### config.mk
export PLATFORM = sky130hd
export DESIGN_NAME = scan_scheduler
export DESIGN_NICKNAME = d
export VERILOG_FILES = /design/src/rtl/scan_scheduler.sv
export SDC_FILE = /design/constraint.sdc
export NUM_CORES = 1
export LEC_CHECK = 0
export BUFFER_PORTS_ARGS = -buffer_cell sky130_fd_sc_hd__buf_2
export CORE_ASPECT_RATIO = 0.7
export CORE_UTILIZATION = 50
export CTS_BUF_LIST = sky130_fd_sc_hd__clkbuf_4
export DETAILED_ROUTE_END_ITERATION = 10
export GPL_TIMING_DRIVEN = 0
export PLACE_DENSITY = 0.74
export SYNTH_ARGS = -nofsm -noshare
export SYNTH_HDL_FRONTEND = slang
export SYNTH_SLANG_ARGS = --single-unit
### constraint.sdc
create_clock -name clk -period 8.1 [get_ports clk]
set_input_delay 1.62 -clock clk [delete_from_list [all_inputs] [get_ports clk]]
set_output_delay 1.62 -clock clk [all_outputs]
set_load 0.05 [all_outputs]
### src/rtl/scan_scheduler.sv
// scan_scheduler: sequences the two-axis LDR sweep engine, supervises its
// trigger/status handshake with timeouts and retries, and drives the servo registers.
module scan_scheduler #(
  parameter int unsigned ANGLE_MAX    = 180,
  parameter int unsigned LDR_W        = 10,
  parameter int unsigned TRIG_CYCLES  = 2,
  parameter int unsigned ACK_TIMEOUT  = 64,
  parameter int unsigned SCAN_TIMEOUT = 2000000,
  parameter int unsigned MAX_RETRY    = 3,
  parameter int unsigned DROP_THRESH  = 32,
  parameter int unsigned DROP_CNT     = 16
) (
  input  logic             clk,
  input  logic             rst_n,
  input  logic             enable,
  input  logic [31:0]      period,
  input  logic             force_scan,
  input  logic [31:0]      speed_cfg,
  output logic             scan_trigger,
  output logic [31:0]      scan_speed,
  input  logic             scan_status,
  input  logic [7:0]       scan_base,
  input  logic [7:0]       scan_arm,
  input  logic [LDR_W-1:0] ldr,
  output logic [7:0]       servo_base,
  output logic [7:0]       servo_arm,
  output logic [LDR_W-1:0] held_ldr,
  output logic             busy,
  output logic             fault,
  output logic [15:0]      scan_count
);

  localparam logic [2:0] ST_IDLE    = 3'd0;
  localparam logic [2:0] ST_TRIG    = 3'd1;
  localparam logic [2:0] ST_ACK     = 3'd2;
  localparam logic [2:0] ST_RUN     = 3'd3;
  localparam logic [2:0] ST_CAPTURE = 3'd4;
  localparam logic [2:0] ST_HOLD    = 3'd5;
  localparam logic [2:0] ST_RETRY   = 3'd6;
  localparam logic [2:0] ST_FAULT   = 3'd7;

  logic [2:0]       state, state_nxt;
  logic [31:0]      tmr;
  logic [7:0]       retry_cnt;
  logic [15:0]      drop_cnt;
  logic             pending;
  logic [LDR_W:0]   ldr_plus;
  logic             drop_hit, drop_fire, period_hit, hold_exit;
  logic [7:0]       base_clamped, arm_clamped;

  // Drop compare is widened by one bit so ldr + DROP_THRESH cannot wrap.
  assign ldr_plus   = {1'b0, ldr} + (LDR_W+1)'(DROP_THRESH);
  assign drop_hit   = (DROP_THRESH != 0) && ({1'b0, held_ldr} > ldr_plus);
  assign drop_fire  = drop_hit && (drop_cnt == 16'(DROP_CNT - 1));
  assign period_hit = (period != '0) && (tmr >= period - 32'd1);
  assign hold_exit  = pending || force_scan || period_hit || drop_fire;

  assign base_clamped = (scan_base > 8'(ANGLE_MAX)) ? 8'(ANGLE_MAX) : scan_base;
  assign arm_clamped  = (scan_arm  > 8'(ANGLE_MAX)) ? 8'(ANGLE_MAX) : scan_arm;

  assign scan_trigger = (state == ST_TRIG);
  assign busy  = (state == ST_TRIG) || (state == ST_ACK) ||
                 (state == ST_RUN)  || (state == ST_CAPTURE);
  assign fault = (state == ST_FAULT);

  always_comb begin
    state_nxt = state;
    if (!enable) begin
      state_nxt = ST_IDLE;
    end else begin
      case (state)
        ST_IDLE:    state_nxt = ST_TRIG;
        ST_TRIG:    if (tmr == 32'(TRIG_CYCLES - 1)) state_nxt = ST_ACK;
        ST_ACK:     if (!scan_status) state_nxt = ST_RUN;
                    else if (tmr == 32'(ACK_TIMEOUT - 1)) state_nxt = ST_RETRY;
        ST_RUN:     if (scan_status) state_nxt = ST_CAPTURE;
                    else if (tmr == 32'(SCAN_TIMEOUT - 1)) state_nxt = ST_RETRY;
        ST_CAPTURE: state_nxt = ST_HOLD;
        ST_HOLD:    if (hold_exit) state_nxt = ST_TRIG;
        ST_RETRY:   state_nxt = (retry_cnt + 8'd1 >= 8'(MAX_RETRY)) ? ST_FAULT : ST_TRIG;
        ST_FAULT:   state_nxt = ST_FAULT;
        default:    state_nxt = ST_IDLE;
      endcase
    end
  end

  always_ff @(posedge clk or negedge rst_n) begin
    if (!rst_n) begin
      state      <= ST_IDLE;
      tmr        <= '0;
      retry_cnt  <= '0;
      drop_cnt   <= '0;
      pending    <= 1'b0;
      scan_speed <= '0;
      servo_base <= '0;
      servo_arm  <= '0;
      held_ldr   <= '0;
      scan_count <= '0;
    end else begin
      state <= state_nxt;
      // One shared timer: restarts on every state change, so it serves as
      // the TRIG width, both handshake timeouts and the HOLD period count.
      tmr <= (state_nxt != state) ? '0 : tmr + 32'd1;

      if (state_nxt == ST_TRIG && state != ST_TRIG)
        scan_speed <= speed_cfg;

      if (!enable || state == ST_HOLD)
        pending <= 1'b0;
      else if (force_scan && busy)
        pending <= 1'b1;

      if (!enable || state == ST_CAPTURE)
        retry_cnt <= '0;
      else if (state == ST_RETRY)
        retry_cnt <= retry_cnt + 8'd1;

      drop_cnt <= (state == ST_HOLD && drop_hit) ? drop_cnt + 16'd1 : '0;

      if (enable && (state == ST_ACK || state == ST_RUN)) begin
        servo_base <= scan_base;
        servo_arm  <= scan_arm;
      end else if (enable && state == ST_CAPTURE) begin
        servo_base <= base_clamped;
        servo_arm  <= arm_clamped;
        held_ldr   <= ldr;
        scan_count <= scan_count + 16'd1;
      end
    end
  end

endmodule

==> flow_summary.yaml <==
critical_path:
  path_max_fanout: 10
  timing.setup.critical_path_class: "input pin to flip-flop"
  start_kind: "input pin"
  worst_path_max_delay_cell: "sky130_fd_sc_hd__nor4_1"
  slowest_delay_ns: 0.74
  setup.worst_path.end_class: "flip-flop"
  worstPathCellList: "buf_2, nor4_1, nand2_1, nor2_1, nand2_1, nor3_1, xnor2_1, ha_1, nand4_1, nor4_1, a311o_1, a211o_2, a211o_1, buf_6, o2111a_4, buf_12, mux2_4"
  worst_ep_arrival_time_ns: 6.16
  cp_data_required_time_ns: 8.50
clock_network:
  post_cts_hold_buffer_count: 0
  post-cts-setup-buffers: 0
  htree_num_levels: 4
  cts_tree: "built"
  cts.reportedPaths.clkPinSlew_ns: 0.16
  clock_root_buffer_master: "sky130_fd_sc_hd__clkbuf_4"
  cts_resized: 0
  ctsLongestPathBuffers: 2
  cts-buffers-inserted: 17
  clock_insertion_delay_worst_skew_ns: 0.53
  cts.sink_count: 134
logic_synthesis:
  yosysWarnings: 0
  yosysTopAreaCell: "sky130_fd_sc_hd__dfrtp_1"
  synth-edff-count: 0
  async_reset_ff_share_pct: 100
  postSynthCellCount: 809
  sequential_fraction_of_the_synthesis_area_pct: 40.5
  synth-seq-cells: 134
  synth_cell_types: 61
  synth_nets: 955
  synth_top_area_share_pct: 40.5
  synth_area_leaders: "sky130_fd_sc_hd__dfrtp_1 40%, sky130_fd_sc_hd__ha_1 7.7%, sky130_fd_sc_hd__xnor2_1 5.8%, sky130_fd_sc_hd__mux2_4 5.4%, sky130_fd_sc_hd__a211oi_2 4.1%"
  ys_dominant_reg_cell: "sky130_fd_sc_hd__dfrtp_1"
  postSynthAreaPerCell_sq_um: 10.2
  synth_area_sq_um: 8290
route:
  met2WireLength_mm: 9.01
  met3WireLength_mm: 1.48
  count_of_routing_violations_after_the_opening_detailed_route_iteration: 521
  drt-wirelength-per-cell_um: 16.7
  drt_first_pass_iters: 5
  routed_wl_mm: 20.5
  met1Wirelength_mm: 9.86
  route.detailed.vias_per_inst: 5.53
  drt_drc_violations_left: 0
  highest_layer: "met4"
  via_count: 6817
  antenna_violating_nets_post_route: 0
global_routing:
  grt_pass1_vias: 6191
  globalRouteTotalUtil_pct: 24.0
  grt_pass1_wl_mm: 31.9
  grt_max_degree: 99
  antenna_found_initial: 0
  grt_remaining_overflow: 0
floorplan:
  die-width_um: 156
  boundaryPins: 172
  core_area_sq_um: 15800
  initial_core_util_pct: 52.4
  row_count: 38
  chipHeight_um: 110
  die_area_sq_um: 17100
layout:
  layout_commonest_cell: "sky130_fd_sc_hd__buf_2"
  post-route-cell-area_sq_um: 9750
  post_route_cells_drive_above_1_share_pct: 29.7
  register_area_sq_um: 3350
  num-fill-cells: 1350
  synthToLayoutAreaGrowth_pct: 17.6
  finish.net_count: 1145
  layout_common_cells: "170 x sky130_fd_sc_hd__buf_2, 134 x sky130_fd_sc_hd__dfrtp_1, 69 x sky130_fd_sc_hd__nor2_1"
  antenna_cells: 0
  multiInputGateArea_sq_um: 4650
power_and_ir_drop:
  post-layout-total-power_w: 0.00258
  leakage_power_figure_nw: 4.49
  peakVddDrop_v: 0.000188
  power.density_nw_per_um2: 264
sta:
  setup_viol: 0
  report.final.hold_viol_count: 0
  final.min_clock_period_ns: 5.76
  clock.fmax_ghz: 0.174
  maxSlewViolCount: 0
  hold-worst-slack_ns: 0.483
  worst_slew_pin_slew_ns: 0.956
  grt_setup_unrepaired: "no"
  post-route-period-util_pct: 71.1
  final.setup.tns_ns: 0
  setup_clock_skew_after_layout_ns: 0.0328
  timing.slew.headroom_pct: 35.8
  layout_setup_ws_ns: 2.34
run_status:
  result_of_the_run: "finished clean"
placement:
  placement.setup.worst_slack_ns: 1.85
  globalplace.congestion: 0.843
  placement.io_buffers: 170
  dp.final_hpwl_mm: 15.8
  placed_cell_area_sq_um: 9460
run:
  max-cap-violations: 0
hold_path:
  hp-class: "flip-flop to flip-flop"
==> per-layer routing <==
metal / global-route usage (%) / vias up
li1: - / 3324
met4: 4.34 / 0
met2: 37.1 / 244
met3: 5.08 / 14
met1: 34.9 / 3235
met5: 0 / -
==> through the flow <==
| step | util, % | cells |
|---|---|---|
| 3_3_place_gp | 59.5 | 1199 |
| 2_1_floorplan | - | 809 |
| 4_1_cts | 61.6 | 1232 |
| 5_1_grt | 61.6 | 1232 |
| 6_report | 61.6 | 1232 |
| 3_5_place_dp | 59.7 | 1200 |
==> Yosys cell counts (3+ instances only) <==
| cell type | n |
|---|---|
| sky130_fd_sc_hd__nand4_1 | 30 |
| sky130_fd_sc_hd__buf_1 | 3 |
| sky130_fd_sc_hd__clkbuf_1 | 12 |
| sky130_fd_sc_hd__nand2b_1 | 3 |
| sky130_fd_sc_hd__nand3_1 | 44 |
| sky130_fd_sc_hd__and4_1 | 3 |
| sky130_fd_sc_hd__or2_2 | 3 |
| sky130_fd_sc_hd__and3_1 | 14 |
| sky130_fd_sc_hd__and2_1 | 4 |
| sky130_fd_sc_hd__buf_12 | 3 |
| sky130_fd_sc_hd__buf_6 | 5 |
| sky130_fd_sc_hd__mux2_4 | 30 |
| sky130_fd_sc_hd__or4_1 | 6 |
| sky130_fd_sc_hd__or3_1 | 6 |
| sky130_fd_sc_hd__xnor2_1 | 55 |
| sky130_fd_sc_hd__nor4_1 | 23 |
| sky130_fd_sc_hd__xor2_1 | 37 |
| sky130_fd_sc_hd__a211oi_2 | 27 |
| sky130_fd_sc_hd__dfrtp_1 | 134 |
| sky130_fd_sc_hd__mux2_2 | 14 |
| sky130_fd_sc_hd__nand2_1 | 68 |
| sky130_fd_sc_hd__nor3_1 | 27 |
| sky130_fd_sc_hd__o22a_1 | 6 |
| sky130_fd_sc_hd__a21oi_1 | 28 |
| sky130_fd_sc_hd__nor2b_1 | 10 |
| sky130_fd_sc_hd__a21boi_0 | 4 |
| sky130_fd_sc_hd__nor2_1 | 69 |
| sky130_fd_sc_hd__o21ai_0 | 21 |
| sky130_fd_sc_hd__ha_1 | 51 |
| sky130_fd_sc_hd__a22o_1 | 6 |
| sky130_fd_sc_hd__inv_1 | 22 |
==> worst paths after layout <==
kind	from	end	cells past startpoint	slack, ns
setup / recovery	period[2]	scan_speed[29]	17	2.34
hold / removal	scan_count[15]	scan_count[15]	1	0.48
setup reg to reg	tmr[15]	scan_speed[29]	10	4.73
hold reg to reg	scan_count[15]	scan_count[15]	1	0.48
max in group asynchronous	rst_n	state[0]	2	6.31
min in group asynchronous	rst_n	servo_base[5]	1	0.97
==> logic make-up after synthesis <==
kind of cell,count (synthesis),synth area share [%]
and+or+nand+nor,321,19.6
DFF,134,40.5
AOI/OAI and AO/OA,117,11.5
xor gates and xnor gates,92,9.72
adders and majority gates,51,7.70
buffers and inverters,49,3.52
muxes,45,7.46
==> critical path: cells and delay by family <==
| family | cells | cell delay, ns |
|---|---|---|
| simple gates | 7 | 2.50 |
| xor+xnor | 1 | 0.11 |
| compound gates | 4 | 0.85 |
| mux | 1 | 0.31 |
| fa+ha+maj | 1 | 0.29 |
| buf+inv | 3 | 0.44 |
==> final cells by class <==
cell class | instances | share of cell area (%)
multi-input cells | 626 | 47.7
flip-flops and latches | 134 | 34.4
repair buffers | 171 | 9.08
well taps | 220 | 2.82
plain buffers | 26 | 2.11
clock inverters | 15 | 1.67
clock buffers | 17 | 1.31
inverters | 23 | 0.886
==> state kept, by name (all words and copies together) (netlist names) <==
signal	cells
drop_cnt	16
held_ldr	10
pending	1
retry_cnt	8
scan_count	16
scan_speed	32
servo_arm	8
servo_base	8
state	3
tmr	32
==> where the power goes <==
part	internal, W	total, W	switching, W
clock	0.000167	0.000459	0.000293
sequential	0.000815	0.000905	0.0000899
combinational	0.000381	0.00121	0.000832
total	0.00136	0.00258	0.00121
Note: power is estimated with default switching activity, not from simulation.
